==> src/rtl/serial_adder.sv <==
// serial_adder: bit-serial WIDTH-bit adder, LSB first, one bit per clock.
// Ports: clk, rst_n (async low); in_valid/in_ready/a/b operand handshake;
//        out_valid/out_ready/sum/cout result handshake.
//        Optional ovf (signed overflow) when SERIAL_ADDER_OVF_EN is defined.
module serial_adder #(
  parameter int WIDTH = 8
) (
  input  logic             clk,
  input  logic             rst_n,
  input  logic             in_valid,
  output logic             in_ready,
  input  logic [WIDTH-1:0] a,
  input  logic [WIDTH-1:0] b,
  output logic             out_valid,
  input  logic             out_ready,
  output logic [WIDTH-1:0] sum,
  output logic             cout
`ifdef SERIAL_ADDER_OVF_EN
  ,
  output logic             ovf
`endif
);

  if (WIDTH < 2 || WIDTH > 32) begin : g_bad_width
    $error("serial_adder: WIDTH must be in 2..32");
  end

  localparam int CW = $clog2(WIDTH);
  localparam logic [CW-1:0] LAST = CW'(WIDTH - 1);

  typedef enum logic [1:0] {
    IDLE,
    SHIFT,
    DONE
  } state_t;

  state_t state, state_nx;

  logic [WIDTH-1:0] a_sr, b_sr, sum_r;
  logic [CW-1:0]    cnt;
  logic             c;

  // Two half-adder stages: (a,b) then (partial, carry).
  logic h1, g1, s, g2, c_nx;
  assign h1   = a_sr[0] ^ b_sr[0];
  assign g1   = a_sr[0] & b_sr[0];
  assign s    = h1 ^ c;
  assign g2   = h1 & c;
  assign c_nx = g1 | g2;

  logic accept, last;
  assign accept = (state == IDLE) && in_valid;
  assign last   = (state == SHIFT) && (cnt == LAST);

  always_ff @(posedge clk or negedge rst_n) begin
    if (!rst_n) state <= IDLE;
    else        state <= state_nx;
  end

  always_comb begin
    state_nx  = state;
    in_ready  = 1'b0;
    out_valid = 1'b0;
    unique case (state)
      IDLE: begin
        in_ready = 1'b1;
        if (in_valid) state_nx = SHIFT;
      end
      SHIFT: begin
        if (cnt == LAST) state_nx = DONE;
      end
      DONE: begin
        out_valid = 1'b1;
        if (out_ready) state_nx = IDLE;
      end
      default: state_nx = IDLE;
    endcase
  end

  always_ff @(posedge clk or negedge rst_n) begin
    if (!rst_n) begin
      a_sr  <= '0;
      b_sr  <= '0;
      sum_r <= '0;
      cnt   <= '0;
      c     <= 1'b0;
    end else if (accept) begin
      a_sr  <= a;
      b_sr  <= b;
      sum_r <= '0;
      cnt   <= '0;
      c     <= 1'b0;
    end else if (state == SHIFT) begin
      a_sr  <= a_sr >> 1;
      b_sr  <= b_sr >> 1;
      sum_r <= {s, sum_r[WIDTH-1:1]};
      cnt   <= cnt + 1'b1;
      c     <= c_nx;
    end
  end

  assign sum  = sum_r;
  assign cout = c;

`ifdef SERIAL_ADDER_OVF_EN
  // On the last bit, c is the carry into the MSB and c_nx the carry out.
  logic ovf_r;
  always_ff @(posedge clk or negedge rst_n) begin
    if (!rst_n)      ovf_r <= 1'b0;
    else if (accept) ovf_r <= 1'b0;
    else if (last)   ovf_r <= c ^ c_nx;
  end
  assign ovf = ovf_r;
`else
  logic unused_last;
  assign unused_last = last;
`endif

endmodule

==> config.mk <==
export PLATFORM = sky130hd
export DESIGN_NAME = serial_adder
export DESIGN_NICKNAME = d
export VERILOG_FILES = /design/src/rtl/serial_adder.sv
export SDC_FILE = /design/constraint.sdc
export NUM_CORES = 1
export LEC_CHECK = 0
export ABC_AREA = 1
export CAP_MARGIN = 15
export CORE_MARGIN = 5
export CORE_UTILIZATION = 35
export CTS_BUF_LIST = sky130_fd_sc_hd__clkbuf_16
export CTS_CLUSTER_SIZE = 8
export DETAILED_ROUTE_END_ITERATION = 8
export GPL_TIMING_DRIVEN = 0
export PLACE_DENSITY = 0.69
export SYNTH_ARGS = -nofsm -noshare
export SYNTH_HDL_FRONTEND = slang
export SYNTH_SLANG_ARGS = --single-unit
==> constraint.sdc <==
create_clock -name clk -period 1.6 [get_ports clk]
set_clock_uncertainty 0.2 [all_clocks]
set_input_delay 0.4 -clock clk [delete_from_list [all_inputs] [get_ports clk]]
set_output_delay 0.4 -clock clk [all_outputs]
set_load 0.01 [all_outputs]
==> results.md, run 1 <==
- Synthesized area: approximately 0.0014 mm²
- Status: completed
- Setup TNS: 0 ns
- Clock sinks: 30
- Clock power frac: 24.9%
- WL per Instance: 12.0 µm
- Ys Warns: 0
- CP required: 1.00 ns
- Vias: roughly 1100
- Fmax: 631 MHz
- Synthesis-to-layout area growth: 38.6%
- Setup-failing EPs final: 0
- Die area: 0.00525 mm²
- DP Cell Count: between 200 and 250
- Clk slew on worst S/H paths: 0.05 ns
- Distinct cells, synth: 15
- Starting Density: 36.7%
- Placement Setup Slack: -0.498 ns
- H-tree depth reported by CTS: 2
- TritonCTS buffer count: 5
- Register area: 752 µm²
- Register area share after synthesis: a little over half
- Leak Pwr: 0.000977 µW
- Hold/Removal Path Class: flip-flop to flip-flop
- Synth Flop Type: dfrtp_1
- Gpl congestion: 0.766
- Die W: 72.5 µm
- Most common cell in the synthesized netlist: nand2_1
- CP Launch Type: flip-flop
- Area contributors post-synth: dfrtp_1 (55%), nand2_1 (18%), nand3_1 (9.5%), buf_6 (3.3%), nand3_2 (2.9%)
- Antenna cells: 0
- Total net switching power: 1160 µW
- Crit path max fanout: 3
- Logic gate share of total power: 37.9%
- Synth top cells by count: nand2_1 (65), dfrtp_1 (30), nand3_1 (26)
- DR pass1 iterations: 4
- RSZ-0062 raised after global routing: yes
- Syn Area/Cell: 9.10 µm²
- Number of global-route vias before repair: 1032
- Layout cells sized above 1: between 10% and 20%
- Avg Vias per Cell: 4.51
- Ys async rst share: 100%
- Area taken by multi-input logic gates: about 520 µm²
- Top cell type's share of synthesized area: 55.0%
- Finished Core Util: 50.9%
- Sequential share of power: 37.2%
- Clk_lat worst skew: around 0.27 ns
- Syn nets: 173
- EDFF count, synth: 0
- Core area: 0.00372 mm²
- Internal: around 2200 µW
- Clk Tree Root Cell: clkbuf_16
- CP Data Arrival Time: 0.98 ns
- Setup CP Type: flip-flop to output port
- Worst relative slew slack: 52.2%
- Port Buffers: 29
- Clk buf depth: 2
- Height of the chip: 72.5 µm
- PwrDens: approximately 1800 mW/mm²
- Tightest Pin Transition: 0.715 ns
- Detailed placer's ending HPWL: 2020 µm
- Fillers: 362
- GRT Util Overall: 12.0%
- Setup ws final: 0.0162 ns
- Fin cells: 239
- Initial antenna violation count: 0
- Nets: about 210
- GRT Residual Overflow: 0
- Rows: 22
- Ratio of final minimum period to clock period: a little over nine tenths
- Synth Instances: 150
- First-pass GRT wire length: approximately 4700 µm
- CTS tree: done
- Maximum VDD drop: 0.613 mV
- Pins Over Slew Limit: 0
- Ports: 31
- Cell accounting for the most synthesized area: dfrtp_1
- Power Total: 3390 µW
- Total Wirelength: 2880 µm
- Pin count of the biggest net entering global routing: 18
- Max-cap violation count: 0
- Final Hold Fails: 0
- Initial drt markers: 46
- Drt drc: 0
- Antenna-violating nets left: 0
- Worst setup EP type: output port
- Min cycle time layout: 1.58 ns
- Switching part of the total: 34.4%
- Number of synthesized register bits: 30
## flip-flops by register name, indices dropped and copies added, names as in the netlist
signal  flops
b_sr        8
state       2
cout        1
a_sr        8
cnt         3
sum         8
## layout by cell type (no fill, tap or decap)
cell type / Yosys / final
buf_16: 0 / 1
buf_2: 2 / 3
buf_4: 1 / 5
buf_6: 4 / 5
clkbuf_16: 0 / 5
clkdlybuf4s50_1: 0 / 18
dfrtp_1: 30 / 29
dfrtp_2: 0 / 1
dlygate4sd2_1: 0 / 9
fa_1: 1 / 1
ha_1: 2 / 2
inv_1: 6 / 7
inv_2: 0 / 1
inv_4: 1 / 1
nand2_1: 65 / 65
nand2_4: 1 / 1
nand3_1: 26 / 26
nand3_2: 4 / 4
nor2_4: 1 / 1
o21ai_0: 5 / 5
o21ai_4: 1 / 1
## layout make-up
| cell class | count | share of cell area [%] |
|---|---|---|
| Buffer | 6 | 2.91 |
| Multi-Input combinational cell | 106 | 27.6 |
| Tap cell | 48 | 3.17 |
| Clock inverter | 2 | 0.397 |
| Inverter | 7 | 1.52 |
| Sequential cell | 30 | 39.7 |
| Timing Repair Buffer | 35 | 18.0 |
| Clock buffer | 5 | 6.61 |
## stage by stage
step | hold slack, ns | area, µm²
finish | 0.268 | 1890
global route | 0.301 | 1890
CTS | 0.279 | 1890
detailed placement | 0.267 | 1740
global placement | 0.263 | 1720
floorplan | -0.0956 | 1370
## critical path, cell delays in order (launching register included)
cell and delay, ns:
dfrtp_2 0.43, nor2_4 0.16, buf_6 0.12
## path summary, 6_finish.rpt
kind / start / to / slack, ns / depth (start not counted)
min in group asynchronous: rst_n / cout$_DFFE_PN0P_ / 0.36 / 1
worst max-delay path: state[0]$_DFFE_PN0P_ / in_ready / 0.02 / 2
worst min register to register: sum[0]$_DFFE_PN0P_ / sum[0]$_DFFE_PN0P_ / 0.27 / 2
worst max register to register: state[0]$_DFFE_PN0P_ / b_sr[6]$_DFFE_PN0P_ / 0.12 / 5
worst min-delay path: sum[0]$_DFFE_PN0P_ / sum[0]$_DFFE_PN0P_ / 0.27 / 2
max in group asynchronous: rst_n / cnt[1]$_DFFE_PN0P_ / 0.31 / 2
## cell families after synthesis
family          count (synthesis)  share of synthesized area [%]
compound gates                  6                           3.02
fa+ha+maj                       3                           3.30
buf+inv                        14                           6.69
flops                          30                           55.0
simple gates                   97                           32.0
## layer usage
| layer | vias to the layer above | track usage [%] | share of wire [%] |
|---|---|---|---|
| met5 | - | 0 | 0 |
| met4 | 0 | 7.38 | 2.5 |
| met3 | 7 | 3.32 | 5.6 |
| met2 | 22 | 17.5 | 46 |
| met1 | 488 | 15.8 | 46 |
| li1 | 561 | - | - |
## power by group through the flow
stage,registers (µW),logic [µW],clock network (µW)
final,1260,1280,843
after global routing,1310,1440,893
after CTS,1260,1310,864
after detailed placement,1280,1290,0
after global placement,1270,1260,0
after floorplan,1290,765,0
## timing repair
item,in CTS,in global routing
buffers inserted,3,2
gates resized for setup,20,1
hold buffers,0,0
pin swaps,1,1
setup endpoints to repair,11,2
No activity file was read; power rests on OpenSTA's default activity.
==> run 2: changes to the inputs <==
DONT_BUFFER_PORTS = 1   (was not set)
PLACE_DENSITY = 0.59   (was 0.69)
REMOVE_ABC_BUFFERS = 1   (was not set)
==> run 2 against run 1 <==
  * Cell area shrank 18%
  * Sequential power rose by 7%
  * Cell count is 15% lower
  * Sequential share of layout area is 8.8 points higher
  * Power fell by 9.5%
  * Critical path depth is 1 lower
  * Worst setup slack better by 0.027 ns
  * Count of clock-buffer cells in the layout unchanged
  * Routed wire length rose by 1.4%
  * Clock power decreased by 0.8%
  * Non-clock buffer count shrank 38
  * Via count fell by 7.2%
==> results.md, run 2 (synthesis results as in run 1) <==
- Setup CP Type: flip-flop to output port
- Core area: 0.00372 mm² (unchanged)
- Antenna-violating nets left: 0 (unchanged)
- Worst relative slew slack: 59.9% (+7.7 points)
- Setup TNS: 0 ns (unchanged)
- Starting Density: 36.7% (unchanged)
- Clk buf depth: 2 (unchanged)
- Cells on Worst Hold Path: 1 (-1)
- Leak Pwr: 0.000777 µW (-20%)
- Pin count of the biggest net entering global routing: 31 (+13)
- Drt drc: 0 (unchanged)
- Hold wc startpoint: out_ready
- M1 GR Usage: 16.1% (+0.35 points)
- CTS tree: done
- Crit-path cells: nor2_4
- Gpl congestion: 0.733 (-4.3%)
- Avg Vias per Cell: 4.93 (+9.2%)
- First-pass GRT wire length: 4840 µm (+2.0%)
- Detailed placer's ending HPWL: 1740 µm (-14%)
- CP Data Arrival Time: 0.96 ns (-0.02 ns)
- Worst setup EP type: output port
- RR Endpoint: b_sr[0]$_DFFE_PN0P_
- Nets: 179 (-16%)
- WL per Instance: 14.4 µm (+19%)
- PwrDens: 1970 mW/mm² (+10%)
- CP peak stage delay: 0.46 ns (+0.03 ns)
- Crit path max fanout: 5 (+2)
- Initial drt markers: 44 (-4.3%)
- Register-to-Register Path Depth: 4 (-1)
- CP Launch Type: flip-flop
- GRT Residual Overflow: 0 (unchanged)
- Vias: 1000 (-7.2%)
- Clk slew on worst S/H paths: 0.05 ns (about the same)
- Area taken by multi-input logic gates: 544 µm² (+4.1%)
- Rows: 22 (unchanged)
- GRT Util Overall: 12.2% (+0.15 points)
- Register area: 753 µm² (+0.17%)
- Min cycle time layout: 1.56 ns (-0.0269 ns)
- Ports: 31 (unchanged)
- Critical path's slowest cell: dfrtp_2
- Hold EP: state[1]$_DFFE_PN0P_
- R2R Setup Slk: 0.14 ns (+0.02 ns)
- Pins Over Slew Limit: 0 (unchanged)
- Fillers: 370 (+2.2%)
- Antenna cells: 0 (unchanged)
- Initial antenna violation count: 0 (unchanged)
- Hold_ws: 0.0312 ns (-0.237 ns)
- Top delay family on crit path: flip-flops
- Die W: 72.5 µm (unchanged)
- Port Buffers: 0 (-100%)
- Final Hold Fails: 0 (unchanged)
- RSZ-0062 raised after global routing: no
- RR Startpoint: state[0]$_DFFE_PN0P_
- Grt peak-use layer: met2
- Height of the chip: 72.5 µm (unchanged)
- Layout cells sized above 1: 13.5% (-1.6 points)
- Clock sinks: 30 (unchanged)
- Clk Tree Root Cell: clkbuf_16
- Synthesis-to-layout area growth: 13.7%
- Leading cell type in the layout, fill and taps excluded: nand2_1
- Met3 usage: 6.09% (+2.8 points)
- CP bufs+invs: 0 (-1)
- TritonCTS buffer count: 5 (unchanged)
- Maximum VDD drop: 0.691 mV (+13%)
- Hold/Removal Path Class: input pin to flip-flop
- Clk_lat worst skew: 0.27 ns (about the same)
- Fmax: 642 MHz (+1.7%)
- Ratio of final minimum period to clock period: 97.3% (-1.7 points)
- Tightest Pin Transition: 0.601 ns (-0.114 ns)
- Max-cap violation count: 0 (unchanged)
- CP required: 1.00 ns (about the same)
- Number of global-route vias before repair: 1004 (-2.7%)
- DR pass1 iterations: 4 (unchanged)
- Setup-failing EPs final: 0 (unchanged)
- Total Wirelength: 2920 µm (+1.4%)
- Die area: 0.00525 mm² (unchanged)
- Met2 Use GR: 17.4% (-0.10 points)
- Commonest cells after routing, fill and taps aside: nand2_1 (65), dfrtp_1 (28), nand3_1 (26)
- Status: completed
- H-tree depth reported by CTS: 2 (unchanged)
[run 2: cell count changes in the layout (fill, tap and decap cells not counted), sizes merged]
cell | before | now
inv | 9 | 7
dlygate4sd3 | 0 | 1
buf | 14 | 2
nor2 | 1 | 3
o21ai | 6 | 7
clkinv | 0 | 1
dlygate4sd2 | 9 | 0
clkdlybuf4s50 | 18 | 0
[run 2: per-stage QoR]
stage | total power (µW) | util (%) | cells | worst slack, ns | instance area [µm²]
finish | 3060 | 41.8 | 203 | 0.0431 | 1550
global route | 3290 | 41.8 | 203 | 0.00381 | 1550
CTS | 3080 | 41.5 | 202 | 0.0267 | 1540
detailed placement | 2150 | 36.7 | 191 | 0.0162 | 1360
global placement | 2100 | 36.7 | 191 | 0.0542 | 1360
floorplan | 1940 | - | 143 | 0.230 | 1300
[run 2: worst max-delay path by stage]
stage / from / cells after the start / to / slack [ns]
floorplan: state[0]$_DFFE_PN0P_ / 1 / in_ready / 0.23
global placement: state[0]$_DFFE_PN0P_ / 3 / b_sr[4]$_DFFE_PN0P_ / 0.05
detailed placement: state[0]$_DFFE_PN0P_ / 3 / b_sr[4]$_DFFE_PN0P_ / 0.02
CTS: state[1]$_DFFE_PN0P_ / 1 / in_ready / 0.03
global route: state[1]$_DFFE_PN0P_ / 1 / in_ready / 0.004
finish: state[1]$_DFFE_PN0P_ / 1 / in_ready / 0.04
[run 2: area by class of cell]
class                           instances  share of cell area, %
Clock inverter                          1                  0.242
Inverter                                7                   1.85
Tap cell                               48                   3.87
Timing Repair Buffer                    3                   2.42
Clock buffer                            5                   8.06
Sequential cell                        30                   48.5
Multi-Input combinational cell        109                   35.1
[run 2: repair_timing]
item / 4_1_cts / 5_1_grt
pin swaps: 1 / 1
gates resized for setup: 2 / 1
buffers inserted: 1 / 0
setup endpoints to repair: 2 / 22
hold endpoints to repair: 30 / 0
gates cloned: 2 / 1
hold buffers: 2 / 0
[run 2: layer usage]
layer  share of wire [%]  wire (µm)
met1                  47       1370
met3                 7.6        222
met2                  45       1300
met5                   0          0
met4                0.96         28
[run 2: where the power goes]
group	internal (µW)	leakage (µW)	switching (µW)	total, µW
sequential	1070	0.000387	277	1350
clock	549	0.0000632	287	836
combinational	313	0.000327	567	881
total	1930	0.000777	1130	3060
==> run 3: changes to the inputs <==
CORE_MARGIN = 2   (was 5)
==> run 3 against run 2 <==
  * Cell count grew 0.99%
  * Sequential power about the same
  * Flip-flop and latch count unchanged
  * Worst setup slack got worse by 0.0077 ns
  * Cell area rose by 0.48%
  * Critical path type unchanged
==> results.md, run 3 (synthesis results as in run 1) <==
- Status: completed
- Antenna-violating nets left: 0 (unchanged)
- Top delay family on crit path: flip-flops
- Height of the chip: 66.5 µm (-8.3%)
- Crit-path cells: nor2_4
- Gpl congestion: 0.665 (-9.3%)
- GRT Residual Overflow: 0 (unchanged)
- Maximum VDD drop: 0.689 mV (-0.34%)
- Starting Density: 36.7% (unchanged)
- Fillers: 375 (+1.4%)
- Placed instance area: 0.00136 mm² (unchanged)
- Sequential share of power: 43.5% (-0.5 points)
- Internal: 1940 µW (+0.38%)
- Drt drc: 0 (unchanged)
- Antenna cells: 0 (unchanged)
- Total net switching power: 1150 µW (+1.4%)
- Nets: 179 (unchanged)
- WL per Instance: 13.8 µm (-4.2%)
- Clock power frac: 27.8% (+0.5 points)
- Min cycle time layout: 1.56 ns (+0.00771 ns)
- Leading cell type in the layout, fill and taps excluded: nand2_1
- Detailed placer's ending HPWL: 1640 µm (-6.0%)
- Port Buffers: 0 (unchanged)
- GRT Util Overall: 14.2% (+2.0 points)
- Avg Vias per Cell: 5.00 (+1.5%)
- Setup-failing EPs final: 0 (unchanged)
- CP peak stage delay: 0.46 ns (about the same)
- Tightest Pin Transition: 0.644 ns (+0.0425 ns)
- Crit path max fanout: 5 (unchanged)
- Commonest cells after routing, fill and taps aside: nand2_1 (65), dfrtp_1 (28), nand3_1 (26)
- Synthesis-to-layout area growth: 14.3%
- Critical path's slowest cell: dfrtp_2
- Final Instance Area: 0.00156 mm² (+0.48%)
- Clk Tree Root Cell: clkbuf_16
- DR pass1 iterations: 5 (+1)
- First-pass GRT wire length: 4620 µm (-4.7%)
- Number of global-route vias before repair: 996 (-0.80%)
- Ports: 31 (unchanged)
- Placement Setup Slack: 0.0230 ns (+0.00676 ns)
- Core area: 0.00372 mm² (unchanged)
- DP Cell Count: 191 (unchanged)
- TritonCTS buffer count: 5 (unchanged)
- Die area: 0.00442 mm² (-16%)
- CP bufs+invs: 0 (unchanged)
- Total Wirelength: 2820 µm (-3.3%)
- Initial antenna violation count: 0 (unchanged)
- Clock sinks: 30 (unchanged)
- CP required: 1.00 ns (about the same)
- Logic gate share of total power: 28.7% (about the same)
- Clk buf depth: 2 (unchanged)
- Switching part of the total: 37.1% (+0.23 points)
- H-tree depth reported by CTS: 2 (unchanged)
- Layout cells sized above 1: 13.4% (-0.17 points)
- Pins Over Slew Limit: 0 (unchanged)
- CP Data Arrival Time: 0.96 ns (about the same)
- Worst relative slew slack: 57.1% (-2.8 points)
- Setup CP Type: flip-flop to output port
- Initial drt markers: 59 (+34%)
- Ratio of final minimum period to clock period: 97.8% (+0.48 points)
- Clk slew on worst S/H paths: 0.05 ns (about the same)
- Vias: 1025 (+2.5%)
- Leak Pwr: 0.000780 µW (+0.40%)
- Max-cap violation count: 0 (unchanged)
- Clk_lat worst skew: 0.27 ns (about the same)
- CP Launch Type: flip-flop
- RSZ-0062 raised after global routing: yes
- Setup ws final: 0.0354 ns (-0.00771 ns)
- Pin count of the biggest net entering global routing: 31 (unchanged)
- Fin cells: 205 (+0.99%)
- Fmax: 639 MHz (-0.49%)
- Rows: 22 (unchanged)
- Worst setup EP type: output port
- Hold/Removal Path Class: input pin to flip-flop
- CTS tree: done
- Final Hold Fails: 0 (unchanged)
- Setup TNS: 0 ns (unchanged)
- PwrDens: 1980 mW/mm² (+0.26%)
- Die W: 66.5 µm (-8.3%)
[run 3: changes by cell type in the layout (fill, tap and decap cells not counted), sizes merged]
cell    previous run  this run
clkinv             1         3
[run 3: layout make-up]
class / count / area (µm²) / share of cell area [%]
well taps: 48 / 60.1 / 3.85
clock inverters: 3 / 11.3 / 0.722
flip-flops and latches: 30 / 753 / 48.3
clock buffers: 5 / 125 / 8.02
repair buffers: 3 / 37.5 / 2.41
inverters: 7 / 28.8 / 1.84
multi-input cells: 109 / 544 / 34.9
[run 3: metrics by stage]
step	total power [µW]	hold slack, ns	util (%)
after floorplan	1940	-0.0956	-
after global placement	2090	-0.0949	36.7
after detailed placement	2150	-0.0950	36.7
after CTS	3100	0.0241	41.8
after global routing	3350	0.0375	42.0
final	3090	0.0263	42.0
[run 3: power by group through the flow]
stage,clock (µW),sequential [µW],combinational (µW)
final,859,1340,885
after global routing,909,1390,1050
after CTS,875,1340,884
after detailed placement,0,1350,802
after global placement,0,1330,759
after floorplan,0,1290,642
[run 3: layer usage]
metal / part of all wire (%) / global-route usage, %
met1: 43 / 17.4
met2: 47 / 22.6
met3: 8.7 / 5.24
met4: 1.3 / 5.36
met5: 0 / 0
[run 3: path summary, 6_finish.rpt]
path / cells past startpoint / slack, ns / endpoint / from
setup / recovery: 1 / 0.04 / in_ready / state[1]$_DFFE_PN0P_
hold / removal: 1 / 0.03 / state[1]$_DFFE_PN0P_ / out_ready
setup reg to reg: 4 / 0.12 / a_sr[1]$_DFFE_PN0P_ / state[0]$_DFFE_PN0P_
hold reg to reg: 2 / 0.27 / a_sr[7]$_DFFE_PN0P_ / a_sr[7]$_DFFE_PN0P_
max in group asynchronous: 2 / 0.65 / state[0]$_DFFE_PN0P_ / rst_n
min in group asynchronous: 2 / 0.38 / sum[7]$_DFFE_PN0P_ / rst_n
[run 3: what timing repair did]
action / CTS / global route
gates resized for setup: 2 / 1
hold buffers: 2 / 0
setup endpoints to repair: 2 / 17
buffers inserted: 1 / 0
endpoints found under the hold margin: 30 / 0
gates cloned: 2 / 1
pin swaps: 1 / 1
